$ cat src/rtl/dcache_victim_buffer.sv
// Fully associative victim buffer beside the write-back dcache: holds displaced lines,
// serves swaps, evicts dirty lines round-robin through a wb valid/ready port, supports flush.
module dcache_victim_buffer #(
  parameter int ENTRIES    = 4,
  parameter int LINE_WIDTH = 128,
  parameter int LADDR_BITS = 28
) (
  input  logic                          clk,
  input  logic                          rst_n,
  input  logic [LADDR_BITS-1:0]         lookup_laddr_i,
  output logic                          hit_o,
  output logic [LINE_WIDTH-1:0]         hit_data_o,
  output logic                          hit_dirty_o,
  input  logic                          extract_i,
  input  logic                          insert_valid_i,
  output logic                          insert_ready_o,
  input  logic [LADDR_BITS-1:0]         insert_laddr_i,
  input  logic [LINE_WIDTH-1:0]         insert_data_i,
  input  logic                          insert_dirty_i,
  output logic                          wb_valid_o,
  input  logic                          wb_ready_i,
  output logic [LADDR_BITS-1:0]         wb_laddr_o,
  output logic [LINE_WIDTH-1:0]         wb_data_o,
  input  logic                          flush_i,
  output logic                          flush_done_o,
  output logic [$clog2(ENTRIES+1)-1:0]  occupancy_o
);
  localparam int IDX_W = (ENTRIES > 1) ? $clog2(ENTRIES) : 1;
  localparam int OCC_W = $clog2(ENTRIES + 1);
  localparam logic [IDX_W-1:0] LAST_IDX = IDX_W'(ENTRIES - 1);

  localparam logic [1:0] S_IDLE       = 2'd0;
  localparam logic [1:0] S_WB_EVICT   = 2'd1;
  localparam logic [1:0] S_FLUSH_SCAN = 2'd2;
  localparam logic [1:0] S_FLUSH_WB   = 2'd3;

  logic [ENTRIES-1:0]    valid_q, valid_d, dirty_q, dirty_d;
  logic [LADDR_BITS-1:0] laddr_q [ENTRIES];
  logic [LADDR_BITS-1:0] laddr_d [ENTRIES];
  logic [LINE_WIDTH-1:0] data_q  [ENTRIES];
  logic [LINE_WIDTH-1:0] data_d  [ENTRIES];
  logic [IDX_W-1:0]      victim_ptr_q, victim_ptr_d, scan_idx_q, scan_idx_d;
  logic [1:0]            state_q, state_d;
  logic                  wb_valid_q, wb_valid_d, flush_done_q, flush_done_d;
  logic [LADDR_BITS-1:0] wb_laddr_q, wb_laddr_d;
  logic [LINE_WIDTH-1:0] wb_data_q, wb_data_d;
  logic [OCC_W-1:0]      occupancy_q, occupancy_d;

  logic             hit_any, dup_any, free_any, is_idle, do_extract, do_insert, dup_live;
  logic [IDX_W-1:0] hit_idx, dup_idx, free_idx, ins_idx;

  // Two address comparators per entry: one for the lookup probe, one to detect duplicate inserts.
  always_comb begin
    hit_any  = 1'b0;
    hit_idx  = '0;
    dup_any  = 1'b0;
    dup_idx  = '0;
    free_any = 1'b0;
    free_idx = '0;
    for (int i = 0; i < ENTRIES; i++) begin
      if (valid_q[i] && laddr_q[i] == lookup_laddr_i) begin
        hit_any = 1'b1;
        hit_idx = IDX_W'(i);
      end
      if (valid_q[i] && laddr_q[i] == insert_laddr_i) begin
        dup_any = 1'b1;
        dup_idx = IDX_W'(i);
      end
      if (!valid_q[i] && !free_any) begin
        free_any = 1'b1;
        free_idx = IDX_W'(i);
      end
    end
  end

  assign is_idle        = (state_q == S_IDLE);
  assign hit_o          = is_idle && hit_any;
  assign hit_data_o     = hit_o ? data_q[hit_idx] : '0;
  assign hit_dirty_o    = hit_o && dirty_q[hit_idx];
  assign do_extract     = hit_o && extract_i && !flush_i;
  // With no free slot the buffer is full, so only the victim's dirty bit remains to check.
  assign insert_ready_o = is_idle && !flush_i &&
                          (free_any || do_extract || !dirty_q[victim_ptr_q]);
  assign do_insert      = insert_valid_i && insert_ready_o;
  assign dup_live       = dup_any && !(do_extract && dup_idx == hit_idx);

  always_comb begin
    valid_d      = valid_q;
    dirty_d      = dirty_q;
    laddr_d      = laddr_q;
    data_d       = data_q;
    victim_ptr_d = victim_ptr_q;
    scan_idx_d   = scan_idx_q;
    state_d      = state_q;
    wb_valid_d   = wb_valid_q;
    wb_laddr_d   = wb_laddr_q;
    wb_data_d    = wb_data_q;
    flush_done_d = 1'b0;
    ins_idx      = '0;
    case (state_q)
      S_IDLE: begin
        if (flush_i) begin
          state_d    = S_FLUSH_SCAN;
          scan_idx_d = '0;
        end else begin
          if (do_extract) valid_d[hit_idx] = 1'b0;
          if (do_insert) begin
            if (dup_live) begin
              dirty_d[dup_idx] = dirty_q[dup_idx] | insert_dirty_i;
              data_d[dup_idx]  = insert_data_i;
            end else begin
              if (do_extract)    ins_idx = hit_idx;
              else if (free_any) ins_idx = free_idx;
              else begin
                ins_idx      = victim_ptr_q;
                victim_ptr_d = victim_ptr_q + IDX_W'(1);
              end
              valid_d[ins_idx] = 1'b1;
              dirty_d[ins_idx] = insert_dirty_i;
              laddr_d[ins_idx] = insert_laddr_i;
              data_d[ins_idx]  = insert_data_i;
            end
          end else if (insert_valid_i) begin
            state_d    = S_WB_EVICT;
            wb_valid_d = 1'b1;
            wb_laddr_d = laddr_q[victim_ptr_q];
            wb_data_d  = data_q[victim_ptr_q];
          end
        end
      end
      S_WB_EVICT: begin
        if (wb_ready_i) begin
          wb_valid_d            = 1'b0;
          valid_d[victim_ptr_q] = 1'b0;
          dirty_d[victim_ptr_q] = 1'b0;
          victim_ptr_d          = victim_ptr_q + IDX_W'(1);
          state_d               = S_IDLE;
        end
      end
      S_FLUSH_SCAN: begin
        if (valid_q[scan_idx_q] && dirty_q[scan_idx_q]) begin
          state_d    = S_FLUSH_WB;
          wb_valid_d = 1'b1;
          wb_laddr_d = laddr_q[scan_idx_q];
          wb_data_d  = data_q[scan_idx_q];
        end else if (scan_idx_q == LAST_IDX) begin
          valid_d      = '0;
          dirty_d      = '0;
          flush_done_d = 1'b1;
          state_d      = S_IDLE;
        end else begin
          scan_idx_d = scan_idx_q + IDX_W'(1);
        end
      end
      default: begin
        if (wb_ready_i) begin
          wb_valid_d          = 1'b0;
          dirty_d[scan_idx_q] = 1'b0;
          if (scan_idx_q == LAST_IDX) begin
            valid_d      = '0;
            dirty_d      = '0;
            flush_done_d = 1'b1;
            state_d      = S_IDLE;
          end else begin
            scan_idx_d = scan_idx_q + IDX_W'(1);
            state_d    = S_FLUSH_SCAN;
          end
        end
      end
    endcase
  end

  always_comb begin
    occupancy_d = '0;
    for (int i = 0; i < ENTRIES; i++) occupancy_d = occupancy_d + OCC_W'(valid_d[i]);
  end

  always_ff @(posedge clk) begin
    if (!rst_n) begin
      valid_q      <= '0;
      dirty_q      <= '0;
      victim_ptr_q <= '0;
      scan_idx_q   <= '0;
      state_q      <= S_IDLE;
      wb_valid_q   <= 1'b0;
      wb_laddr_q   <= '0;
      wb_data_q    <= '0;
      flush_done_q <= 1'b0;
      occupancy_q  <= '0;
    end else begin
      valid_q      <= valid_d;
      dirty_q      <= dirty_d;
      victim_ptr_q <= victim_ptr_d;
      scan_idx_q   <= scan_idx_d;
      state_q      <= state_d;
      wb_valid_q   <= wb_valid_d;
      wb_laddr_q   <= wb_laddr_d;
      wb_data_q    <= wb_data_d;
      flush_done_q <= flush_done_d;
      occupancy_q  <= occupancy_d;
    end
  end

  // Line storage is qualified by valid_q, so it needs no reset.
  always_ff @(posedge clk) begin
    laddr_q <= laddr_d;
    data_q  <= data_d;
  end

  assign wb_valid_o   = wb_valid_q;
  assign wb_laddr_o   = wb_laddr_q;
  assign wb_data_o    = wb_data_q;
  assign flush_done_o = flush_done_q;
  assign occupancy_o  = occupancy_q;
endmodule

$ cat config.mk
export PLATFORM = sky130hd
export DESIGN_NAME = dcache_victim_buffer
export DESIGN_NICKNAME = d
export VERILOG_FILES = /design/src/rtl/dcache_victim_buffer.sv
export SDC_FILE = /design/constraint.sdc
export NUM_CORES = 2
export LEC_CHECK = 0
export BUFFER_PORTS_ARGS = -buffer_cell sky130_fd_sc_hd__buf_2
export CAP_MARGIN = 40
export CORE_MARGIN = 8
export CORE_UTILIZATION = 55
export DETAILED_ROUTE_END_ITERATION = 16
export GPL_ROUTABILITY_DRIVEN = 0
export PLACE_DENSITY = 0.86
export SYNTH_ARGS = -nofsm -noshare
export SYNTH_HDL_FRONTEND = slang
export SYNTH_SLANG_ARGS = --single-unit
$ cat constraint.sdc
create_clock -name clk -period 25.4 [get_ports clk]
set_input_delay 5.08 -clock clk [delete_from_list [all_inputs] [get_ports clk]]
set_output_delay 5.08 -clock clk [all_outputs]
set_load 0.03 [all_outputs]
==> flow_summary_export.csv <==
group,metric,value,unit
run_status,outcome,"finished clean",
sta,final.min_clock_period,14.27,ns
power_and_ir_drop,p_leak,0.01859,uW
sta,tightest_slew,1.164,ns
worst_setup_path,crit_path_cell_trace,"buf_2, xor2_1, nor4_1, nand4_1, nor2_4, buf_4, buf_4, buf_12, nand2_1, a21oi_1, buf_2",
sta,drv_slew,0,
synth,yosysTopAreaCellShare,41.11,%
route,drt-pass1-iter-count,9,
worst_setup_path,r2r_slack,19.12,ns
worst_setup_path,start_kind,"input port",
synth,ys_ff_latch,799,
global_routing,busiest_layer,"met2",
synth,synth-compound-area-share,7.655,%
power_and_ir_drop,p_int,2359,uW
route,viasPerCell,6.770,
global_routing,grtUsageTotal,31.49,%
synth,synth-async-reset-ratio,0,%
floorplan,die_w,303.9,um
synth,netlist_top_cells_area,"edfxtp_1 41%, mux4_2 15%, dfxtp_1 7.7%",
floorplan,ioPinCount,483,
worst_setup_path,worst_r2r_endpoint,"data_q[48]",
global_routing,use_met2,49.32,%
global_routing,antenna_found_initial,55,
clock_network,post_cts_buffers,0,
placed_design,dp.cells,5104,
power_and_ir_drop,power_switching,873.4,uW
clock_network,htree_num_levels,3,
placed_design,port_buffers,482,
clock_network,clock_sinks,799,
power_and_ir_drop,sw_frac_of_total,27.02,%
global_routing,grt_pass1_wl,224000,um
cells_and_area,design_area,51820,um2
cells_and_area,drive_above_1_share,25.08,%
power_and_ir_drop,p_seq_share,46.7,%
power_and_ir_drop,combPwrFrac,15.0,%
worst_setup_path,r2r_cells,13,
sta,hold_slack,0.4940,ns
clock_network,numCtsBuffers,84,
power_and_ir_drop,total_power,3232,uW
clock_network,cts_hold_buf,0,
synth,ys_seq_area_share,48.79,%
route,drt_wl_total,151200,um
synth,synthFlopType,"edfxtp_1",
synth,synth_warnings,0,
power_and_ir_drop,pwr-share-clk,38.4,%
route,first_iter_violations,5349,
route,drc_errors,0,
global_routing,grt_pass1_vias,35830,
worst_setup_path,path_class,"in2out",
synth,syn_nets,4023,
sta,hold_viol,0,
sta,final-setup-viol-count,0,
worst_setup_path,crit_family,"buffers and inverters",
global_routing,grt-ovfl-total,0,
synth,yosys.area_share.simple,16.33,%
floorplan,die_h,303.9,um
clock_network,clock-root-buffer,"clkbuf_16",
clock_network,clk_latency,0.67,ns
clock_network,cts_resized,0,
sta,totalNegativeSetupSlack,0,ns
route,wl_per_cell,28.48,um
cells_and_area,area_growth,13.67,%
clock_network,cts_tree,"done",
synth,synthAdderAreaFrac,0.3184,%
floorplan,core.rowCount,105,
global_routing,grt_use_met1,38.45,%
cells_and_area,layout.nets,4323,
placed_design,dp_hpwl,93990,um
synth,synth_xor_area_share,4.416,%
min_path,whs_endpoint,"wb_data_o[99]",
synth,synth_edf_count,624,
worst_setup_path,critical_path.max_stage_delay,0.68,ns
sta,grt_setup_unrepaired,"no",
min_path,min-delay-start,"wb_data_o[99]",
synth,netlist_instances,3821,
sta,skew,0.06520,ns
min_path,hold_depth,2,
synth,synth_largest_area_cell,"edfxtp_1",
worst_setup_path,crit_buf_inv,5,
synth,syn_avg_cell_area,11.93,um2
cells_and_area,instances_no_fill,5307,
route,antenna_left,0,
sta,slew_headroom,22.40,%
placed_design,dpl_cell_area,48890,um2
synth,synthTopCellsByCount,"624 x edfxtp_1, 432 x nand2_1, 362 x nor2b_1, 313 x mux4_2, 216 x clkbuf_1",
worst_setup_path,arrival,9.19,ns
power_and_ir_drop,ir_drop,66.07,uV
synth,synth_top_family_by_area,"multiplexers",
floorplan,die-area,92350,um2
route,route.vias.total,35930,
worst_setup_path,r2r-start,"laddr_q[54]",
synth,synthMostInstantiatedCell,"edfxtp_1",
clock_network,clkTransAtPathRegs,0.06,ns
sta,fmax,70.08,MHz
worst_setup_path,end_kind,"primary output",
synth,synthMuxAreaShare,18.96,%
clock_network,cts_max_path_buffers,3,
min_path,holdCritPathClass,"reg2reg",
global_routing,grt_max_degree,129,
power_and_ir_drop,p_per_area,62.38,nW/um2
global_routing,grt_use_met3,9.019,%
floorplan,initial_utilization,55.52,%
floorplan,fp.coreArea,82110,um2
worst_setup_path,cpMaxStageDelayCell,"buf_4",
synth,synth.distinct_cells,77,
flow_run,max-cap-violations,0,
sta,fin_crit_sh,56.18,%
synth,synthesis.area,45580,um2
worst_setup_path,crit_required,20.32,ns
worst_setup_path,cp_max_fo,60,
[metrics by stage]
step                      setup slack (ns)  utilization [%]
after floorplan                      12.31                -
after global placement               11.29            58.88
after detailed placement             11.31            59.54
after CTS                            11.30            62.94
after global routing                 11.05            63.07
final                                11.13            63.11
[flip-flops by register name, indices dropped and copies added, names as in the netlist, 2 cells and up]
name,cells
dirty_q,4
wb_data_o,128
state_q,2
victim_ptr_q,2
scan_idx_q,2
occupancy_o,3
wb_laddr_o,28
laddr_q,112
valid_q,4
data_q,512
[metal layers]
layer,part of all wire (%),up-vias
met5,0.079,-
met4,6.6,24
li1,-,14970
met2,46,3115
met3,14,670
met1,33,17150
[worst register-to-register path, delay by kind of cell, from the launching register on]
family,cells,cell delay (ns)
and+or+nand+nor,6,2.26
AOI/OAI and AO/OA,1,0.44
xor gates and xnor gates,1,0.30
DFF,1,0.65
buffers and inverters,5,2.24
[power groups by stage]
stage	registers (uW)	logic (uW)	clock network, uW
CTS	1510	479	1250
finish	1510	485	1240
floorplan	1560	298	0
global placement	1530	456	0
detailed placement	1530	474	0
global route	1510	513	1300
[cell usage in the layout (no fill, tap or decap), types with 135 or more instances in the layout]
cell type  netlist  layout
mux4_2         313     313
mux2i_1        159     158
edfxtp_1       624     624
nor2b_1        362     362
xnor2_1        154     154
nand2_1        432     432
o211ai_1       135     135
nor2_1         188     182
dfxtp_1        175     171
and2_1         138     137
a211oi_1       161     161
buf_2           56     482
nand3_1        148     147
a21oi_1        143     143
[logic make-up (layout without fill, tap and decap cells)]
family          Yosys count  after routing
xor+xnor                229            229
mux                     472            472
buf+inv                 356            725
fa+ha+maj                11             11
other cells               0             47
simple gates           1445           1445
flops                   799            799
compound gates          509            509
[how the worst max path moves through the flow]
stage,startpoint,end,slack [ns],cells after the start
2_1_floorplan,insert_laddr_i[14],data_q[128],12.31,10
3_3_place_gp,lookup_laddr_i[4],hit_dirty_o,11.29,10
3_5_place_dp,lookup_laddr_i[17],hit_dirty_o,11.31,11
4_1_cts,lookup_laddr_i[17],hit_dirty_o,11.30,11
5_1_grt,lookup_laddr_i[17],hit_dirty_o,11.05,11
6_report,lookup_laddr_i[17],hit_dirty_o,11.13,11
[cell type report]
cell class              instances  area (um2)
fillers                      5946       30290
flip-flops and latches        799       22260
multi-input cells            2666       21860
repair buffers                553        3388
clock buffers                 116        2272
well taps                    1070        1339
clock inverters                39       516.7
diodes                         47       117.6
inverters                      17       68.82
Power figures use the tool's default switching activity.
